### config.mk
export PLATFORM = sky130hd
export DESIGN_NAME = apb_request_arbiter
export DESIGN_NICKNAME = d
export VERILOG_FILES = /design/src/rtl/apb_request_arbiter.sv
export SDC_FILE = /design/constraint.sdc
export NUM_CORES = 1
export LEC_CHECK = 0
export CORE_UTILIZATION = 35
export CTS_BUF_LIST = sky130_fd_sc_hd__clkbuf_16
export DETAILED_ROUTE_END_ITERATION = 10
export PLACE_DENSITY = 0.69
export SETUP_SLACK_MARGIN = 0.2
export SYNTH_ARGS = -nofsm -noshare
export SYNTH_HDL_FRONTEND = slang
export SYNTH_SLANG_ARGS = --single-unit
### constraint.sdc
create_clock -name clk -period 2.2 [get_ports clk]
set_input_delay 0.33 -clock clk [delete_from_list [all_inputs] [get_ports clk]]
set_output_delay 0.33 -clock clk [all_outputs]
set_load 0.005 [all_outputs]
### src/rtl/apb_request_arbiter.sv
// apb_request_arbiter: round-robin sharing of one APB master processor-side bus
// between NREQ requesters, one transfer at a time, with a WAIT-state timeout.
module apb_request_arbiter #(
  parameter int unsigned NREQ    = 2,
  parameter int unsigned TIMEOUT = 64,
  parameter int unsigned CW      = 8
) (
  input  logic                clk,
  input  logic                reset,
  input  logic [NREQ-1:0]     req_valid,
  input  logic [NREQ-1:0]     req_write,
  input  logic [2*NREQ-1:0]   req_sel,
  input  logic [8*NREQ-1:0]   req_addr,
  input  logic [8*NREQ-1:0]   req_wdata,
  output logic [NREQ-1:0]     req_ready,
  output logic                resp_valid,
  output logic [1:0]          resp_id,
  output logic [7:0]          resp_rdata,
  output logic                resp_err,
  output logic                m_start,
  output logic                m_write,
  output logic [1:0]          m_sel,
  output logic [7:0]          m_addr,
  output logic [7:0]          m_wdata,
  input  logic                m_stable,
  input  logic [7:0]          m_rdata,
  output logic                busy
);

  localparam int unsigned IDW = 2;
  localparam int unsigned SW  = 2;
  localparam int unsigned DW  = 8;

  typedef enum logic [1:0] {
    S_IDLE  = 2'd0,
    S_ISSUE = 2'd1,
    S_WAIT  = 2'd2,
    S_RESP  = 2'd3
  } state_t;

  state_t           state;
  logic [IDW-1:0]   rr_ptr;
  logic [IDW-1:0]   cur_id;
  logic [CW-1:0]    cnt;

  logic [NREQ-1:0]  rot_c;
  logic [IDW:0]     sum_c;
  logic [IDW-1:0]   win_id_c;
  logic [IDW-1:0]   next_ptr_c;
  logic             any_req_c;

  // Rotate requests so bit 0 is the rr pointer position, then take the lowest set bit.
  always_comb begin
    rot_c     = NREQ'({req_valid, req_valid} >> rr_ptr);
    sum_c     = '0;
    win_id_c  = '0;
    any_req_c = 1'b0;
    for (int k = int'(NREQ) - 1; k >= 0; k--) begin
      if (rot_c[k]) begin
        sum_c = {1'b0, rr_ptr} + (IDW+1)'(k);
        if (sum_c >= (IDW+1)'(NREQ)) begin
          sum_c = sum_c - (IDW+1)'(NREQ);
        end
        win_id_c  = sum_c[IDW-1:0];
        any_req_c = 1'b1;
      end
    end
    next_ptr_c = (32'(win_id_c) == NREQ - 1) ? '0 : win_id_c + IDW'(1);
  end

  // Accept pulse is combinational and only offered while idle and out of reset.
  assign req_ready = (!reset && state == S_IDLE && any_req_c) ? (NREQ'(1) << win_id_c) : '0;

  // Transfer sequencer with registered master and response outputs.
  always_ff @(posedge clk or posedge reset) begin
    if (reset) begin
      state      <= S_IDLE;
      rr_ptr     <= '0;
      cur_id     <= '0;
      cnt        <= '0;
      resp_valid <= 1'b0;
      resp_id    <= '0;
      resp_rdata <= '0;
      resp_err   <= 1'b0;
      m_start    <= 1'b0;
      m_write    <= 1'b0;
      m_sel      <= '0;
      m_addr     <= '0;
      m_wdata    <= '0;
      busy       <= 1'b0;
    end else begin
      m_start    <= 1'b0;
      resp_valid <= 1'b0;
      unique case (state)
        S_IDLE: begin
          if (any_req_c) begin
            cur_id  <= win_id_c;
            rr_ptr  <= next_ptr_c;
            m_write <= req_write[win_id_c];
            m_sel   <= req_sel[{win_id_c, 1'b0} +: SW];
            m_addr  <= req_addr[{win_id_c, 3'b000} +: DW];
            m_wdata <= req_wdata[{win_id_c, 3'b000} +: DW];
            m_start <= 1'b1;
            busy    <= 1'b1;
            state   <= S_ISSUE;
          end
        end
        S_ISSUE: begin
          cnt   <= '0;
          state <= S_WAIT;
        end
        S_WAIT: begin
          cnt <= cnt + CW'(1);
          // Completion takes priority over a timeout landing in the same cycle.
          if (m_stable) begin
            resp_rdata <= m_write ? '0 : m_rdata;
            resp_err   <= 1'b0;
            resp_valid <= 1'b1;
            resp_id    <= cur_id;
            m_sel      <= '0;
            state      <= S_RESP;
          end else if (cnt == CW'(TIMEOUT - 1)) begin
            resp_rdata <= '0;
            resp_err   <= 1'b1;
            resp_valid <= 1'b1;
            resp_id    <= cur_id;
            m_sel      <= '0;
            state      <= S_RESP;
          end
        end
        S_RESP: begin
          busy  <= 1'b0;
          state <= S_IDLE;
        end
        default: state <= S_IDLE;
      endcase
    end
  end

endmodule

* Word level (Yosys, flattened, before mapping)
Cells that the tools add are included.
Widths: inputs -> output; s select.
** Cells by class
- Reduce and logical (&&, ||, !) cells :: 13
- Equality and inequality tests :: 7
- Shift operators :: 5
- Order comparisons :: 3
- Mux-type cells :: 33
- Add/subtract/negate cells :: 5
** Operators with widths (number)
- $shiftx 16x6->8 :: 2
- $mux 2 :: 14
- $mux 8 :: 3
- $pmux 8 s2 :: 1
- $mux 1 :: 12
- $add 8x1->8 const B :: 1
- $eq 8x6->1 const B :: 1
- $pmux 2 s4 :: 1
- $reduce_and 2->1 :: 4
- $reduce_bool 2->1 :: 4
- $eq 2x1->1 const B :: 2
- $eq 2x2->1 const B :: 2
- $pmux 2 s2 :: 1
- $shiftx 4x4->2 :: 1
- $shr 4x2->2 :: 1
- $sub 2x2->2 const B :: 2
- $add 2x1->3 const B :: 1
- $ge 3x2->1 const B :: 1
- $ne 3x3->1 const B :: 1
- $reduce_and 3->1 :: 1
- $add 2x1->2 const B :: 1
- $ge 2x2->1 const B :: 1
- $logic_and 1x1->1 :: 2
- $logic_not 2->1 :: 1
- other kinds (5) :: 5
** Storage, ports and cells
- Word-level logic and storage cells :: 80
- Register bits :: 47
- Bits of input ports :: 51

* Logic depth before layout (Yosys ltp)
- Word-level depth :: 8
- Mapped depth :: 7
- Gate-level depth less buffers :: 6

* Least setup slack after synthesis
OpenSTA, ideal clock, no wires.
- Kind :: register to register
- Start point :: reg cnt[0]
- End point :: reg state[1]
- Required time :: 2072 ps
- Cell stages (with the launch flop) :: 6
- Slack :: 544 ps
- Path buffers :: 0
- Data arrival time :: 1528 ps
- Setup time :: 128 ps
- Path through :: dfrtp_1 ha_1 nand3_2 o41a_1 nor2_2 mux2_1
** On the way
- Longest elaborated chain between the ends :: 3
** RTL lines
- start: declaration :: line 44 : logic [CW-1:0] cnt;
- start signal: assignment :: line 113 : cnt <= cnt + CW'(1);
- $eq 8x6->1 :: line 122 : end else if (cnt == CW'(TIMEOUT - 1)) begin
- $ne 3x3->1 (no line)
- $reduce_and 2->1 (no line)
- end signal: assignment :: line 121 : state <= S_RESP;
- end signal: assignment :: line 128 : state <= S_RESP;
- end signal: assignment :: line 133 : state <= S_IDLE;
- end: declaration :: line 41 : state_t state;
No other way between the ends.
A chain may end at the register's enable or synchronous reset.

* Worst setup path in the final report
Same ends and word-level chain as after synthesis.

==> results.toml <==
[synth]
synth_area_leaders = "dfrtp_1 (55%), nor2_1 (6.4%), o22ai_1 (5.3%)"
netlist_area_um2 = 2120
yosysWarnings = 0
async_reset_ff_share_pct = 100.0
synth_edf_count = 0
yosysTopAreaCell = "dfrtp_1"
syn-num-nets = 257
avgSynthCellArea_um2 = 10.54
synth_seq_area_share_pct = 55.49
ys_ff_latch = 47
synth_top_area_share_pct = 55.49
yosysUniqueCellTypes = 39
syn_inst = 201
synth_ff_type = "dfrtp_1"

[sta]
finClkSkew_ns = 0.006818
relSlewSlack_pct = 72.03
fin_crit_ns = 1.828
setup_tns_ns = 0
final-hold-violation-count = 0
tightest_slew_ns = 0.4187
setup_viol = 0
max_freq_ghz = 0.5472
rsz0062_at_grt = "false"
finalCritPeriodShare_pct = 83.07
timing.final.max_slew_violations = 0

[run]
maxCapViolCount = 0

[power]
vdd_drop_max_mv = 0.6531
p_leak_nw = 1.507
power_mw = 3.920
power-per-cell-area_nw_per_um2 = 1197

[cts]
insertion_delay_ns = 0.29
cts_sinks = 47
cts_max_level = 2
cts_tree = "done"
cts_hold_buf = 0
path_clk_slew_ns = 0.07
cts.path.max_buffers = 2
cts_buffers = 5
cts_root_buf = "clkbuf_16"

[routing]
routed_wl_um = 5630
vias_per_cell = 5.153
wl_met2_um = 2945
vias = 1891
wl_per_cell_um = 15.34
met3_length_um = 201
drt-met1-wl_um = 2378
ant_nets = 0
firstDrtPassIters = 4
drc = 0
maxUsedRoutingLayer = "met4"
drtIter0Drc = 72

[place]
place.gp.congestion = 0.7726
numPortBuffers = 85
hpwl_um = 4246

[run_status]
outcome = "completed"

[final_layout]
nFillCells = 502
antenna_cells = 0
area_growth_syn_to_layout_pct = 54.55
drive_gt1_share_pct = 10.17
final_cell_mix = "clkdlybuf4s50_1 (83), dfrtp_1 (47), nor2_1 (36)"
final_nets = 350
postLayoutCoreUtil_pct = 57.72
final_common_cell = "clkdlybuf4s50_1"

[die]
die_x_um = 79.82
die_h_um = 79.82
ioPinCount = 86
die-area_um2 = 6371
start_util_pct = 37.35
placementRows = 27
core-area_um2 = 5675

[global_routing]
grt_pass1_vias = 1927
grt.overflow.total = 0
grt_usage_pct = 19.14
grt_max_degree = 21
grt_pass1_wl_um = 9287
antenna_found_initial = 0

[worst_setup_path]
crit_type = "flip-flop to flip-flop"
crit_path_end_kind = "flip-flop"
required_ns = 2.37
cp_max_fo = 6
cp_top_family = "compound AO/OA/AOI/OAI gates"
crit_cells = 5
rr_worst_depth = 5
slowest_delay_ns = 0.47
worstPathCellList = "ha_1, nand3_2, o41a_1, nor2_2, mux2_1"
cp_slowest_cell = "o41a_1"
cp-start-kind = "flip-flop"
crit_arrival_ns = 1.99
cp.buffers_inverters = 0

[worst_hold_path]
hold_path.class = "input port to asynchronous set/reset pin"
==> path summary, 6_finish.rpt <==
kind	from	to	slack, ns
worst max-delay path	cnt[0]	state[1]	0.37
min in group clk	cur_id[0]	cur_id[0]	0.47
max in group asynchronous	reset	resp_rdata[3]	1.34
worst max register to register	cnt[0]	state[1]	0.37
worst min-delay path	reset	m_wdata[5]	0.38
worst min register to register	cur_id[0]	cur_id[0]	0.47
==> power by group <==
group | switching [mW] | leakage (nW) | internal [mW]
registers | 0.180 | 0.579 | 1.18
logic | 0.766 | 0.846 | 0.943
clock network | 0.319 | 0.0818 | 0.536
==> worst reg2reg max path: stages, from the launching register on <==
cell and delay, ns:
dfrtp_1 0.38, ha_1 0.23, nand3_2 0.16, o41a_1 0.47, nor2_2 0.16, mux2_1 0.32
==> layer usage <==
layer  GRT usage (%)  vias to the layer above
li1                -                      915
met1           21.50                      922
met2           34.62                       44
met3           4.343                       10
met4           7.857                        0
met5               0                        -
==> registers in the layout, indices dropped and copies added, names as in the netlist <==
signal and flops:
resp_rdata 8, m_addr 8, cnt 8, m_write 1
m_start 1, rr_ptr 2, m_sel 2, cur_id 2
m_wdata 8, resp_valid 1, state 2, resp_err 1
busy 1, resp_id 2
==> synth_stat cells (all sizes together), types with 2 or more instances <==
cell	count
a21o	9
nor3b	2
o31ai	2
nor4	2
dfrtp	47
buf	4
o22ai	18
o21ai	9
clkbuf	5
mux2	3
nand3	8
a21oi	2
and4	8
o41ai	2
mux2i	4
nor2	37
and3	2
o311ai	2
nand2b	2
nand2	6
ha	5
and2	2
inv	12
==> layout make-up <==
type / count / area, um^2 / share of cell area, %
flip-flops and latches: 47 / 1176 / 35.91
repair buffers: 95 / 927.1 / 28.30
multi-input cells: 133 / 869.6 / 26.55
clock buffers: 5 / 125.1 / 3.820
well taps: 72 / 90.09 / 2.750
inverters: 12 / 45.04 / 1.375
clock inverters: 3 / 42.54 / 1.299
==> what timing repair did <==
item	4_1_cts	5_1_grt
buffers inserted	0	1
pin swaps	0	1
resized for setup	5	1
endpoints found under the setup margin	2	1
hold endpoints to repair	0	0
==> stage by stage <==
| stage | hold slack (ns) | instances | cell area, um^2 | setup slack, ns |
|---|---|---|---|---|
| global route | 0.4061 | 367 | 3276 | 0.2661 |
| global placement | 0.4566 | 358 | 3087 | 0.2726 |
| finish | 0.3784 | 367 | 3276 | 0.3725 |
| floorplan | 0.4398 | 201 | 2120 | 0.5444 |
| detailed placement | 0.4595 | 358 | 3087 | 0.2324 |
| CTS | 0.3852 | 366 | 3266 | 0.1854 |
==> cells by family (layout without fill, tap and decap cells) <==
kind of cell	after synthesis	in the layout	share of synthesized area, %
adders and majority gates	5	5	2.952
buffers and inverters	21	115	4.073
and+or+nand+nor	70	70	17.41
AOI/OAI and AO/OA	51	51	16.59
muxes	7	7	3.483
DFF	47	47	55.49
(Power assumes the default switching activity.)
